## src/rtl/mbist_pkg.sv

```systemverilog
`default_nettype none
// ============================================================================
// Module      : mbist_pkg
// Description : Shared states, background codes and helpers for the MBIST sequencer.
// Revision    : 1.0 - initial release
// ============================================================================
package mbist_pkg;

    typedef enum logic [3:0] {
        ST_IDLE    = 4'd0,
        ST_M0_W    = 4'd1,
        ST_M1_R    = 4'd2,
        ST_M1_C    = 4'd3,
        ST_M1_W    = 4'd4,
        ST_M2_R    = 4'd5,
        ST_M2_C    = 4'd6,
        ST_M2_W    = 4'd7,
        ST_M3_R    = 4'd8,
        ST_M3_C    = 4'd9,
        ST_NEXT_BG = 4'd10,
        ST_DONE    = 4'd11
    } state_t;

    localparam logic [2:0] PAT_BG0  = 3'b000;
    localparam logic [2:0] PAT_INV0 = 3'b001;
    localparam logic [2:0] PAT_BG1  = 3'b010;
    localparam logic [2:0] PAT_INV1 = 3'b011;
    localparam logic [2:0] PAT_BG2  = 3'b100;
    localparam logic [2:0] PAT_INV2 = 3'b101;

    localparam int NUM_BG = 3;

    // Background index plus inversion flag to the decoder select code.
    function automatic logic [2:0] pat_code(input logic [1:0] bg, input logic inv);
        logic [2:0] code;
        case ({bg, inv})
            3'b000:  code = PAT_BG0;
            3'b001:  code = PAT_INV0;
            3'b010:  code = PAT_BG1;
            3'b011:  code = PAT_INV1;
            3'b100:  code = PAT_BG2;
            3'b101:  code = PAT_INV2;
            default: code = PAT_BG0;
        endcase
        return code;
    endfunction

endpackage
`default_nettype wire

```

## src/rtl/mbist_addr_counter.sv

```systemverilog
`default_nettype none
// ============================================================================
// Module      : mbist_addr_counter
// Description : Up/down address counter with load-low/load-high and end flags.
// Revision    : 1.0 - initial release
// ============================================================================
module mbist_addr_counter #(
    parameter int ADDR_WIDTH = 4
) (
    input  logic                  clk,
    input  logic                  rst_n,
    input  logic                  load_lo,
    input  logic                  load_hi,
    input  logic                  inc,
    input  logic                  dec,
    output logic [ADDR_WIDTH-1:0] addr,
    output logic                  at_min,
    output logic                  at_max
);

    logic [ADDR_WIDTH-1:0] r_addr;

    always_ff @(posedge clk or negedge rst_n) begin
        if (!rst_n) begin
            r_addr <= '0;
        end else if (load_lo) begin
            r_addr <= '0;
        end else if (load_hi) begin
            r_addr <= '1;
        end else if (inc) begin
            r_addr <= r_addr + ADDR_WIDTH'(1);
        end else if (dec) begin
            r_addr <= r_addr - ADDR_WIDTH'(1);
        end
    end

    assign addr   = r_addr;
    assign at_min = (r_addr == '0);
    assign at_max = (r_addr == '1);

endmodule
`default_nettype wire

```

## src/rtl/mbist_controller.sv

```systemverilog
`default_nettype none
// ============================================================================
// Module      : mbist_controller
// Description : March-test sequencer over three data backgrounds, stop on first fail.
// Revision    : 1.0 - initial release
// ============================================================================
module mbist_controller
    import mbist_pkg::*;
#(
    parameter int ADDR_WIDTH = 4,
    parameter int DATA_WIDTH = 8
) (
    input  logic                  clk,
    input  logic                  rst_n,
    input  logic                  start,
    output logic                  busy,
    output logic                  done,
    output logic                  fail,
    output logic [ADDR_WIDTH-1:0] fail_addr,
    output logic [2:0]            fail_q,
    output logic [2:0]            q,
    input  logic [DATA_WIDTH-1:0] data_t,
    output logic [ADDR_WIDTH-1:0] mem_addr,
    output logic                  mem_we,
    output logic                  mem_re,
    output logic [DATA_WIDTH-1:0] mem_wdata,
    input  logic [DATA_WIDTH-1:0] mem_rdata
);

    localparam logic [1:0] C_LAST_BG = 2'(NUM_BG - 1);

    state_t                r_state;
    state_t                w_state_next;
    logic [1:0]            r_bg;
    logic                  r_done;
    logic                  r_fail;
    logic [ADDR_WIDTH-1:0] r_fail_addr;
    logic [2:0]            r_fail_q;

    logic                  w_load_lo;
    logic                  w_load_hi;
    logic                  w_inc;
    logic                  w_dec;
    logic                  w_at_min;
    logic                  w_at_max;
    logic [ADDR_WIDTH-1:0] w_addr;
    logic                  w_launch;
    logic                  w_compare;
    logic                  w_bg_inc;
    logic                  w_mismatch;
    logic [2:0]            w_q;
    logic                  w_we;
    logic                  w_re;

    mbist_addr_counter #(
        .ADDR_WIDTH (ADDR_WIDTH)
    ) u_addr_counter (
        .clk     (clk),
        .rst_n   (rst_n),
        .load_lo (w_load_lo),
        .load_hi (w_load_hi),
        .inc     (w_inc),
        .dec     (w_dec),
        .addr    (w_addr),
        .at_min  (w_at_min),
        .at_max  (w_at_max)
    );

    // Only feeds next-state and capture logic, never an output directly.
    assign w_mismatch = (mem_rdata != data_t);

    always_comb begin
        w_state_next = r_state;
        w_load_lo    = 1'b0;
        w_load_hi    = 1'b0;
        w_inc        = 1'b0;
        w_dec        = 1'b0;
        w_launch     = 1'b0;
        w_compare    = 1'b0;
        w_bg_inc     = 1'b0;
        w_q          = PAT_BG0;
        w_we         = 1'b0;
        w_re         = 1'b0;
        case (r_state)
            ST_IDLE, ST_DONE: begin
                if (start) begin
                    w_launch     = 1'b1;
                    w_load_lo    = 1'b1;
                    w_state_next = ST_M0_W;
                end
            end
            ST_M0_W: begin
                w_we = 1'b1;
                w_q  = pat_code(r_bg, 1'b0);
                if (w_at_max) begin
                    w_load_lo    = 1'b1;
                    w_state_next = ST_M1_R;
                end else begin
                    w_inc = 1'b1;
                end
            end
            ST_M1_R: begin
                w_re         = 1'b1;
                w_q          = pat_code(r_bg, 1'b0);
                w_state_next = ST_M1_C;
            end
            ST_M1_C: begin
                w_q          = pat_code(r_bg, 1'b0);
                w_compare    = 1'b1;
                w_state_next = w_mismatch ? ST_DONE : ST_M1_W;
            end
            ST_M1_W: begin
                w_we = 1'b1;
                w_q  = pat_code(r_bg, 1'b1);
                if (w_at_max) begin
                    w_load_hi    = 1'b1;
                    w_state_next = ST_M2_R;
                end else begin
                    w_inc        = 1'b1;
                    w_state_next = ST_M1_R;
                end
            end
            ST_M2_R: begin
                w_re         = 1'b1;
                w_q          = pat_code(r_bg, 1'b1);
                w_state_next = ST_M2_C;
            end
            ST_M2_C: begin
                w_q          = pat_code(r_bg, 1'b1);
                w_compare    = 1'b1;
                w_state_next = w_mismatch ? ST_DONE : ST_M2_W;
            end
            ST_M2_W: begin
                w_we = 1'b1;
                w_q  = pat_code(r_bg, 1'b0);
                if (w_at_min) begin
                    w_load_hi    = 1'b1;
                    w_state_next = ST_M3_R;
                end else begin
                    w_dec        = 1'b1;
                    w_state_next = ST_M2_R;
                end
            end
            ST_M3_R: begin
                w_re         = 1'b1;
                w_q          = pat_code(r_bg, 1'b0);
                w_state_next = ST_M3_C;
            end
            ST_M3_C: begin
                w_q       = pat_code(r_bg, 1'b0);
                w_compare = 1'b1;
                if (w_mismatch) begin
                    w_state_next = ST_DONE;
                end else if (w_at_min) begin
                    w_state_next = ST_NEXT_BG;
                end else begin
                    w_dec        = 1'b1;
                    w_state_next = ST_M3_R;
                end
            end
            ST_NEXT_BG: begin
                if (r_bg == C_LAST_BG) begin
                    w_state_next = ST_DONE;
                end else begin
                    w_bg_inc     = 1'b1;
                    w_load_lo    = 1'b1;
                    w_state_next = ST_M0_W;
                end
            end
            default: w_state_next = ST_IDLE;
        endcase
    end

    always_ff @(posedge clk or negedge rst_n) begin
        if (!rst_n) begin
            r_state     <= ST_IDLE;
            r_bg        <= 2'd0;
            r_done      <= 1'b0;
            r_fail      <= 1'b0;
            r_fail_addr <= '0;
            r_fail_q    <= PAT_BG0;
        end else begin
            r_state <= w_state_next;
            // A launch from DONE drops done on the same edge the test restarts.
            r_done  <= (r_state == ST_DONE) && !start;
            if (w_launch) begin
                r_bg        <= 2'd0;
                r_fail      <= 1'b0;
                r_fail_addr <= '0;
                r_fail_q    <= PAT_BG0;
            end else begin
                if (w_bg_inc) begin
                    r_bg <= r_bg + 2'd1;
                end
                if (w_compare && w_mismatch) begin
                    r_fail      <= 1'b1;
                    r_fail_addr <= w_addr;
                    r_fail_q    <= w_q;
                end
            end
        end
    end

    assign busy      = (r_state != ST_IDLE) && (r_state != ST_DONE);
    assign done      = r_done;
    assign fail      = r_fail;
    assign fail_addr = r_fail_addr;
    assign fail_q    = r_fail_q;
    assign q         = w_q;
    assign mem_addr  = w_addr;
    assign mem_we    = w_we;
    assign mem_re    = w_re;
    assign mem_wdata = data_t;

endmodule
`default_nettype wire

```

## config.mk

```make
export PLATFORM = sky130hd
export DESIGN_NAME = mbist_controller
export DESIGN_NICKNAME = d
export VERILOG_FILES = /design/src/rtl/mbist_pkg.sv /design/src/rtl/mbist_addr_counter.sv /design/src/rtl/mbist_controller.sv
export SDC_FILE = /design/constraint.sdc
export NUM_CORES = 1
export LEC_CHECK = 0
export CORE_MARGIN = 2
export CORE_UTILIZATION = 25
export CTS_CLUSTER_SIZE = 20
export DETAILED_ROUTE_END_ITERATION = 10
export PLACE_DENSITY = 0.46
export SYNTH_ARGS = -nofsm -noshare
export SYNTH_HDL_FRONTEND = slang
export SYNTH_HIERARCHICAL = 1
export SYNTH_SLANG_ARGS = --single-unit
```

## constraint.sdc

```tcl
create_clock -name clk -period 3.3 [get_ports clk]
set_input_delay 0.99 -clock clk [delete_from_list [all_inputs] [get_ports clk]]
set_output_delay 0.99 -clock clk [all_outputs]
set_load 0.05 [all_outputs]
```

==> impl_metrics.env <==
export IMPL_outcome="completed"
export IMPL_initial_core_util_pct=25.66
export IMPL_p_total_mw=1.995
export IMPL_num_vias=1474
export IMPL_synth_largest_area_cell="dfrtp_1"
export IMPL_syn_avg_cell_area_um2=8.665
export IMPL_grt_setup_unrepaired="false"
export IMPL_syn_inst=187
export IMPL_required_ps=2310
export IMPL_finalCritPeriodShare_pct=93.95
export IMPL_crit_path_end_kind="output port"
export IMPL_io_buffers=45
export IMPL_p_leak_nw=0.9598
export IMPL_drt_pre_antenna_iters=4
export IMPL_numCtsBuffers=3
export IMPL_synth_area_leaders="dfrtp_1 (29%), xor2_1 (5.9%), mux2i_1 (4.9%)"
export IMPL_cp_arrival_ps=2110
export IMPL_synth_flop_cell="dfrtp_1"
export IMPL_num_rows=29
export IMPL_synth_cell_types=50
export IMPL_crit_fanout=6
export IMPL_max_cap_viol_count=0
export IMPL_post_synth_top_count_cell="dfrtp_1"
export IMPL_hold_path_class="register to register"
export IMPL_setup_violations=0
export IMPL_power_density_nw_per_um2=882.2
export IMPL_overflow=0
export IMPL_relSlewSlack_pct=60.81
export IMPL_cts_resized=0
export IMPL_synth_async_reset_ratio_pct=100.0
export IMPL_critPathKind="register to output port"
export IMPL_diodes=0
export IMPL_syn_num_nets=213
export IMPL_grt_usage_pct=12.87
export IMPL_tightestPinTransition_ps=581.7
export IMPL_clock_latency_ps=260
export IMPL_cts_setup_buffers=0
export IMPL_min_from="fail$_DFFE_PN0P_"
export IMPL_grt_pass1_wl_um=7479
export IMPL_ios=46
export IMPL_netlist_area_um2=1620
export IMPL_ff2ff_path_depth=9
export IMPL_min_period_ps=3100
export IMPL_finClkSkew_ps=3.140
export IMPL_area_delta_synth_final_pct=39.54
export IMPL_start_kind="register"
export IMPL_drive_above_1_share_pct=18.18
export IMPL_dp_hpwl_um=3320
export IMPL_grt_pass1_vias=1511
export IMPL_htree_levels=1
export IMPL_final_antenna_net_count=0
export IMPL_min_path_cells=1
export IMPL_cts_root_buf="clkbuf_8"
export IMPL_die_y_um=84.51
export IMPL_wl_per_cell_um=13.91
export IMPL_gp_congestion=0.8012
export IMPL_synth_top_area_share_pct=29.34
export IMPL_cp_startpoint="r_state[3]$_DFFE_PN0P_"
export IMPL_drc_errors=0
export IMPL_ys_seq_elements=19
export IMPL_reg2reg_from="u_addr_counter/addr[2]$_DFFE_PN0P_"
export IMPL_finalHoldViolations=0
export IMPL_viasPerCell=4.786
export IMPL_grt_max_degree=20
export IMPL_hold_buffers=0
export IMPL_synthTopCellsByCount="dfrtp_1 (19), inv_1 (15), xor2_1 (11)"
export IMPL_final_nets=258
export IMPL_antenna_found_initial=0
export IMPL_tns_ps=0
export IMPL_design_core_area_um2=6314
export IMPL_fp_dieW_um=84.51
export IMPL_wirelength_um=4283
export IMPL_clockBufferDepth=2
export IMPL_drt_iter0_markers=70
export IMPL_drv_slew=0
export IMPL_synth_edf_count=0
export IMPL_numClockSinks=19
export IMPL_max_freq_mhz=322.6
export IMPL_ir_drop_uv=426.9
export IMPL_path_clk_slew_ps=80
export IMPL_seq_area_frac_synth_pct=29.34
export IMPL_ys_warn_count=6
export IMPL_tritoncts="done"
export IMPL_fp_dieArea_um2=7141
critical path: stages (launching register included):
cell and delay [ps]:
dfrtp_1 450, or2_2 350, o311a_1 330, clkdlybuf4s50_1 720
cell families (layout without fill, tap and decap cells):
group / after synthesis / count (layout) / share of synthesized area (%)
simple gates: 65 / 65 / 22.86
compound gates: 40 / 40 / 17.45
buf+inv: 32 / 76 / 10.42
flops: 19 / 19 / 29.34
xor+xnor: 13 / 13 / 7.027
mux: 11 / 11 / 7.027
fa+ha+maj: 7 / 7 / 5.869
metal layers:
metal | share of wire (%) | GRT usage, %
met5 | 0 | 0
met4 | 0.93 | 3.030
met3 | 4.9 | 2.458
met2 | 46 | 20.54
met1 | 48 | 18.04
state kept, by name (all words and copies together), names as in the netlist:
register             cells
r_bg                     2
fail                     1
fail_addr                4
fail_q                   3
u_addr_counter/addr      4
done                     1
r_state                  4
cells in the final DEF (no fill, tap or decap), types with 2 or more instances in the layout:
master	instances
clkdlybuf4s50_1	33
dfrtp_1	19
buf_4	16
inv_1	15
xor2_1	11
nor2_1	10
a21oi_1	10
nand2_1	10
o21ai_0	8
nor3_1	8
mux2i_1	8
buf_12	8
nand2b_1	7
ha_1	6
and2_1	4
nor2b_1	4
nand3_1	3
and2_0	3
mux2_2	3
clkbuf_8	3
or2_2	2
a21o_1	2
a31o_2	2
o22ai_1	2
nor4_2	2
a31oi_1	2
xnor2_1	2
a211o_1	2
nor4_1	2
or3_1	2
nand3b_1	2
and4_1	2
final cells by class:
| type | count | area [um^2] |
|---|---|---|
| Clock inverter | 1 | 5.005 |
| Tap cell | 77 | 96.34 |
| Sequential cell | 19 | 475.5 |
| Fill cell | 670 | 4053 |
| Timing Repair Buffer | 57 | 610.6 |
| Inverter | 15 | 56.30 |
| Multi-Input combinational cell | 136 | 975.9 |
| Clock buffer | 3 | 41.29 |
stage by stage:
stage          std cells  setup WS, ps  instance area [um^2]  utilization (%)  hold slack (ps)
4_1_cts              308         196.5                  2261            35.81            493.6
3_5_place_dp         304         193.9                  2215            35.08            473.3
6_report             308         199.8                  2261            35.81            486.8
2_1_floorplan        187         485.9                  1620                -            593.9
3_3_place_gp         304         229.5                  2215            35.08            470.3
5_1_grt              308         134.5                  2261            35.81            514.6
power by group:
group / total [mW] / switching, mW / internal (mW)
combinational: 1.41 / 0.834 / 0.580
clock: 0.173 / 0.0883 / 0.0842
sequential: 0.407 / 0.0890 / 0.318
total: 1.99 / 1.01 / 0.983
path summary, 6_finish.rpt:
kind	slack, ps	to
worst min register to register	490	fail$_DFFE_PN0P_
worst max register to register	740	u_addr_counter/addr[3]$_DFFE_PN0P_
worst min-delay path	490	fail$_DFFE_PN0P_
worst max-delay path	200	q[2]
max in group asynchronous	2030	r_bg[0]$_DFFE_PN0P_
min in group asynchronous	1060	u_addr_counter/addr[1]$_DFFE_PN0P_
(Power assumes the default switching activity.)
